## src/rtl/pipe_pkg.sv

```systemverilog
// Shared types for the generic pipeline stage register: handshake state
// encoding and the packed per-stage payload structs carried as opaque vectors.
package pipe_pkg;

    typedef enum logic [1:0] {
        PS_EMPTY = 2'd0,
        PS_ONE   = 2'd1,
        PS_TWO   = 2'd2
    } pipe_state_t;

    // IF/ID payload: fetched instruction and its PC.
    typedef struct packed {
        logic [31:0] pc;
        logic [31:0] instr;
    } ifid_t;

    // ID/EX payload: decoded operands and destination.
    typedef struct packed {
        logic [31:0] rs1_val;
        logic [31:0] rs2_val;
        logic [4:0]  rd;
        logic        reg_we;
        logic        mem_re;
        logic        mem_we;
    } idex_t;

    // EX/MEM payload: compact address/result plus control (32 bits total).
    typedef struct packed {
        logic [23:0] alu_result;
        logic [4:0]  rd;
        logic        reg_we;
        logic        mem_re;
        logic        mem_we;
    } exmem_t;

    // MEM/WB payload: writeback value and destination.
    typedef struct packed {
        logic [31:0] wb_val;
        logic [4:0]  rd;
        logic        reg_we;
    } memwb_t;

    // Number of held entries for a given state.
    function automatic logic [1:0] occ_of(input pipe_state_t s);
        case (s)
            PS_ONE:  return 2'd1;
            PS_TWO:  return 2'd2;
            default: return 2'd0;
        endcase
    endfunction

endpackage

```

## src/rtl/pipe_stage_reg.sv

```systemverilog
// Generic valid/ready pipeline stage register with optional one-entry skid
// buffer, synchronous flush (bubble insertion) and a saturating stall counter.
module pipe_stage_reg
    import pipe_pkg::*;
#(
    parameter int               WIDTH  = 32,
    parameter bit               SKID   = 1'b1,
    parameter logic [WIDTH-1:0] BUBBLE = '0,
    parameter int               CNTW   = 16
) (
    input  logic              clk,
    input  logic              nRst,
    input  logic              in_valid,
    output logic              in_ready,
    input  logic [WIDTH-1:0]  in_data,
    output logic              out_valid,
    input  logic              out_ready,
    output logic [WIDTH-1:0]  out_data,
    input  logic              flush,
    output logic [1:0]        occupancy,
    output logic [CNTW-1:0]   stall_cnt
);

    pipe_state_t      state, state_n;
    logic [WIDTH-1:0] main, main_n;
    logic [WIDTH-1:0] skid, skid_n;
    logic             in_fire, out_fire;

    assign out_valid = (state != PS_EMPTY);
    assign out_data  = main;
    assign occupancy = occ_of(state);
    assign in_fire   = in_valid && in_ready;
    assign out_fire  = out_valid && out_ready;

    generate
        if (SKID) begin : g_skid
            // Registered ready: depends on state only, cutting the stall path.
            assign in_ready = (state != PS_TWO);
        end else begin : g_noskid
            // Single entry: accept when empty or when the held item leaves now.
            assign in_ready = !out_valid || out_ready;
        end
    endgenerate

    // Next-state and payload steering; flush overrides every transition.
    always_comb begin
        // NOTE: every always_comb target gets a default first so no path leaves it unassigned (no latch).
        state_n = state;
        main_n  = main;
        skid_n  = skid;
        if (flush) begin
            state_n = PS_EMPTY;
            main_n  = BUBBLE;
            skid_n  = BUBBLE;
        end else begin
            case (state)
                PS_EMPTY: begin
                    if (in_fire) begin
                        state_n = PS_ONE;
                        main_n  = in_data;
                    end
                end
                PS_ONE: begin
                    if (in_fire && out_fire) begin
                        main_n = in_data;
                    end else if (in_fire && SKID) begin
                        state_n = PS_TWO;
                        skid_n  = in_data;
                    end else if (out_fire) begin
                        state_n = PS_EMPTY;
                        main_n  = BUBBLE;
                    end
                end
                PS_TWO: begin
                    if (out_fire) begin
                        state_n = PS_ONE;
                        main_n  = skid;
                        skid_n  = BUBBLE;
                    end
                end
                default: begin
                    state_n = PS_EMPTY;
                    main_n  = BUBBLE;
                    skid_n  = BUBBLE;
                end
            endcase
        end
    end

    // State and payload registers.
    always_ff @(posedge clk or negedge nRst) begin
        if (!nRst) begin
            // NOTE: payload entries are reset because out_data is visible while empty and must show BUBBLE.
            state <= PS_EMPTY;
            main  <= BUBBLE;
            skid  <= BUBBLE;
        end else begin
            // NOTE: sequential state uses non-blocking assignment so all registers update from pre-edge values.
            state <= state_n;
            main  <= main_n;
            skid  <= skid_n;
        end
    end

    // Saturating count of cycles where a valid output is held off; flush does not clear it.
    always_ff @(posedge clk or negedge nRst) begin
        if (!nRst) begin
            stall_cnt <= '0;
        end else if (out_valid && !out_ready && (stall_cnt != {CNTW{1'b1}})) begin
            stall_cnt <= stall_cnt + 1'b1;
        end
    end

endmodule

```

## config.mk

```make
export PLATFORM = sky130hd
export DESIGN_NAME = pipe_stage_reg
export DESIGN_NICKNAME = d
export VERILOG_FILES = /design/src/rtl/pipe_pkg.sv /design/src/rtl/pipe_stage_reg.sv
export SDC_FILE = /design/constraint.sdc
export NUM_CORES = 1
export LEC_CHECK = 0
export ABC_AREA = 1
export BUFFER_PORTS_ARGS = -buffer_cell sky130_fd_sc_hd__buf_2
export CORE_MARGIN = 10
export CORE_UTILIZATION = 35
export CTS_BUF_LIST = sky130_fd_sc_hd__clkbuf_16
export DETAILED_ROUTE_END_ITERATION = 8
export PLACE_DENSITY_LB_ADDON = 0.3
export SLEW_MARGIN = 20
export SYNTH_ARGS = -nofsm -noshare
export SYNTH_HDL_FRONTEND = slang
export SYNTH_SLANG_ARGS = --single-unit
```

## constraint.sdc

```tcl
create_clock -name clk -period 2.2 [get_ports clk]
set_clock_uncertainty 0.2 [all_clocks]
set_input_delay 0.11 -clock clk [delete_from_list [all_inputs] [get_ports clk]]
set_output_delay 0.11 -clock clk [all_outputs]
set_load 0.02 [all_outputs]
```

[After elaboration in Yosys (flattened, before gate mapping)]
Index checks and enable logic that the tools add are counted.
Storage, ports and cells
  word-level logic and storage cells: 46
  output and inout port bits: 52
  bits of input ports: 37
  bits in registers: 82
Cells by class
  eq/ne operators: 12
  add/subtract/negate cells: 1
  reduce and logical (&&, ||, !) cells: 11
  multiplexer cells: 18
Operators by type and width (count)
  2-to-1 mux 32 bit: 8
  one-hot mux 32 bit (3 select lines): 2
  adder 16 x 1 -> 16 bit (second input constant): 1
  != test 16 bit (second input constant): 1
  2-to-1 mux 2 bit: 6
  != test 3 bit (second input constant): 4
  != test 4 bit (second input constant): 3
  AND reduction 4 bit: 3
  one-hot mux 2 bit (3 select lines): 1
  logical AND 1 bit: 5
  != test 2 bit (second input constant): 2
  one-hot mux 2 bit (2 select lines): 1
  equality test 2 x 1 -> 1 bit (second input constant): 1
  equality test 2 bit (second input constant): 1
  zero test 2 bit: 1
  nonzero test 2 bit: 1
  zero test 1 bit: 1

[Depth between registers and ports, before layout]
  depth after elaboration: 7
  gate-level depth with buffers: 10
  depth with buffers taken out: 8

[Worst setup path after synthesis]
OpenSTA, ideal clock, no wires.
  kind: register to register
  start: register stall_cnt[0]
  end: register stall_cnt[6]
  path buffers: 1
  data required time: 1.883 ns
  path slack: 0.279 ns
  clock period less this slack: 1.921 ns
  setup time: 0.117 ns
  cell stages (with the launch flop): 10
  data arrival time: 1.604 ns
  path through: dfrtp_1 > ha_1 > nand3_2 > clkinv_1 > nand2_2 > o21ai_4 > inv_4 > buf_6 > nand2_1 > nand2_1
On the way
  longest elaborated chain between the ends: 2
  elaborated cells on any way between the ends: 3
  those cells by class: add/sub (1); eq/ne (1); reduce/logical (1)
RTL lines
  start, declared: RTL line pipe_stage_reg.sv:21  | output logic [CNTW-1:0] stall_cnt
  start signal, assigned: RTL line pipe_stage_reg.sv:110  | stall_cnt <= stall_cnt + 1'b1;
  parallel branches: the longest is 2 deep, another holds adder 16 x 1 -> 16 bit
Parallel ways; which one is timed is not known.
A chain may end at the register's enable or synchronous reset.

[Worst setup path after layout]
  start: register stall_cnt[0]
  end: register stall_cnt[12]
Same word-level chain as after synthesis.

==> impl_metrics.tcl <==
set metrics [dict create \
    rsz0062_at_grt "false" \
    htree_levels 3 \
    ir_drop_uv 471.9 \
    ys_top_cells_by_count "nand2_1, nand3_1, dfrtp_1" \
    yosysSeqAreaShare_pct 46.75 \
    final_area_sq_um 5625 \
    ys_ff_latch 82 \
    place_area_sq_um 4976 \
    vias 4268 \
    drc 0 \
    synth-edff-count 0 \
    cts_tree "done" \
    ant_nets 0 \
    critical-path-top-delay-family "flip-flops" \
    powerDensity_nw_per_um2 898.4 \
    endpoint_kind "register" \
    clockBufferDepth 2 \
    clk_latency_ns 0.34 \
    globalplace.congestion 0.8537 \
    crit_chain "ha_1, nand3_2, clkinv_1, nand2_2, o21ai_4, inv_4, nand2_1, nand2_1" \
    cp_slowest_cell "dfrtp_1" \
    num_rows 40 \
    finalSetupViolCount 0 \
    async_reset_ff_share_pct 100.0 \
    yosys_warnings 0 \
    drv_slew 0 \
    numCtsBuffers 9 \
    grt_max_degree 60 \
    critical_path_depth 8 \
    synth_most_common_cell "nand2_1" \
    finalWirelength_mm 12.46 \
    p_leak_uw 0.002838 \
    synth-main-ff-cell "dfrtp_1" \
    grt_remaining_overflow 0 \
    worstSetupStartpointType "register" \
    synth_area_sq_um 4389 \
    syn_to_final_growth_pct 28.16 \
    drive_above_1_share_pct 19.19 \
    chipHeight_microns 132.0 \
    synthDistinctLibCells 27 \
    cp_num_buf_inv 2 \
    crit_top_cell "nand2_1" \
    die_w_microns 132.0 \
    synth.area.top_cells "dfrtp_1, nand2_1, nand3_1" \
    cap_violations 0 \
    n_antenna_cell 0 \
    synth_top_cell_by_area "dfrtp_1" \
    cts.sinks 82 \
    first_pass_iters 5 \
    worst_slew_pin_slew_ns 0.6047 \
    worstPathRequired_ns 2.23 \
    cp_data_arrival_time_ns 2.06 \
    cts-root-buf "clkbuf_16" \
    relSlewSlack_pct 59.69 \
    critical_path_class "register to register" \
    ff2ff_path_depth 8 \
    drtIter0Drc 282 \
    portBuffers 88 \
    io_pins 89 \
    worstSetupStartpoint "stall_cnt[0]$_DFFE_PN0P_" \
    finalNonFillerCells 882 \
    crit_fanout 14 \
    wl_per_cell_microns 14.13 \
    viasPerCell 4.839 \
    reg2reg_from "stall_cnt[0]$_DFFE_PN0P_" \
    hold_path_class "input port to async pin" \
    place_hpwl_mm 8.366 \
    fmax_mhz 492.8 \
    dpl.cell_count 830 \
    setup_tns_ns 0 \
    grt_pass1_wl_mm 20.93 \
    syn-num-nets 630 \
    dieArea_sq_um 17420 \
    finalCritPeriodShare_pct 92.23 \
    post-synth-top-area-fraction_pct 46.75 \
    hold_viol 0 \
    status "finished, final reports clean" \
    fin_total_pwr_uw 5054 \
    max_stage_delay_ns 0.46 \
    layout_min_cycle_time_ns 2.029 \
    antenna_found_initial 0 \
    synth_cells 592 \
    grt_use_total_pct 14.37 \
    initial_utilization_pct 36.09 \
    fin_nets 747 \
    clkTransAtPathRegs_ns 0.06 \
    syn_area_per_cell_sq_um 7.414 \
    first_global_vias 4181 \
    coreArea_sq_um 12160 \
]
[registers in the layout, summed over array words and instances, names as in the netlist]
signal,flops
stall_cnt,16
out_data,32
skid,32
state,2
[worst register-to-register path, cell delays in order (launching register included)]
cell,delay [ns]
dfrtp_1,0.46
ha_1,0.30
nand3_2,0.12
clkinv_1,0.11
nand2_2,0.07
o21ai_4,0.35
inv_4,0.15
nand2_1,0.10
nand2_1,0.06
[metrics by stage]
step,hold slack [ns],setup slack (ns),util (%)
2_1_floorplan,-0.3856,0.2787,-
4_1_cts,0.1434,0.03546,46.23
5_1_grt,0.1823,0.01252,46.26
3_3_place_gp,-0.04444,0.2798,40.92
6_report,0.1192,0.1709,46.26
3_5_place_dp,-0.04172,0.1676,40.92
[repair_timing]
| action | CTS | global route |
|---|---|---|
| gates resized for setup | 0 | 2 |
| hold buffers | 36 | 0 |
| setup endpoints to repair | 0 | 1 |
| hold endpoints to repair | 111 | 0 |
| setup buffers | 0 | 0 |
[power breakdown]
part / internal, uW / leakage, uW / switching [uW] / total (uW)
Sequential: 1770 / 0.00110 / 194 / 1970
Combinational: 543 / 0.00160 / 1080 / 1620
Clock: 865 / 0.000138 / 604 / 1470
Total: 3180 / 0.00284 / 1870 / 5050
[layout by cell type, fill, tap and decap left out, drive strengths merged, types with 4 or more instances in the layout]
cell type and instances:
inv 26, xnor2 6, clkbuf 9, dlygate4sd3 36, clkinv 4, nand4 5
buf 101, nor2 27, nand3 96, nand2 269, dfrtp 82, o21ai 46
[per-layer routing]
| layer | GRT usage (%) | wire length (microns) |
|---|---|---|
| met1 | 18.57 | 5616 |
| met2 | 22.54 | 5845 |
| met3 | 3.697 | 826 |
| met4 | 5.253 | 174 |
| met5 | 0 | 0 |
[path summary, 6_finish.rpt]
path,endpoint,slack (ns)
max,stall_cnt[12]$_DFFE_PN0P_,0.17
min,out_data[22]$_DFFE_PN0P_,0.12
max reg2reg,stall_cnt[12]$_DFFE_PN0P_,0.17
min reg2reg,out_data[24]$_DFFE_PN0P_,0.27
max in group asynchronous,out_data[6]$_DFFE_PN0P_,1.05
min in group clk,out_data[24]$_DFFE_PN0P_,0.27
[area by class of cell]
| cell class | instances | area [sq um] |
|---|---|---|
| Timing Repair Buffer | 137 | 950.9 |
| Sequential cell | 82 | 2052 |
| Multi-Input combinational cell | 453 | 2021 |
| Clock buffer | 9 | 225.2 |
| Inverter | 26 | 105.1 |
| Fill cell | 1221 | 6536 |
| Tap cell | 168 | 210.2 |
| Clock inverter | 7 | 61.31 |
[kinds of logic (layout without fill, tap and decap cells)]
| family | after synthesis | after routing | share of synthesized area, % |
|---|---|---|---|
| and+or+nand+nor | 397 | 397 | 38.57 |
| xor gates and xnor gates | 7 | 7 | 1.397 |
| adders and majority gates | 1 | 1 | 0.2850 |
| DFF | 82 | 82 | 46.75 |
| buffers and inverters | 57 | 179 | 7.212 |
| AOI/OAI and AO/OA | 48 | 48 | 5.787 |
(Power assumes the default switching activity.)
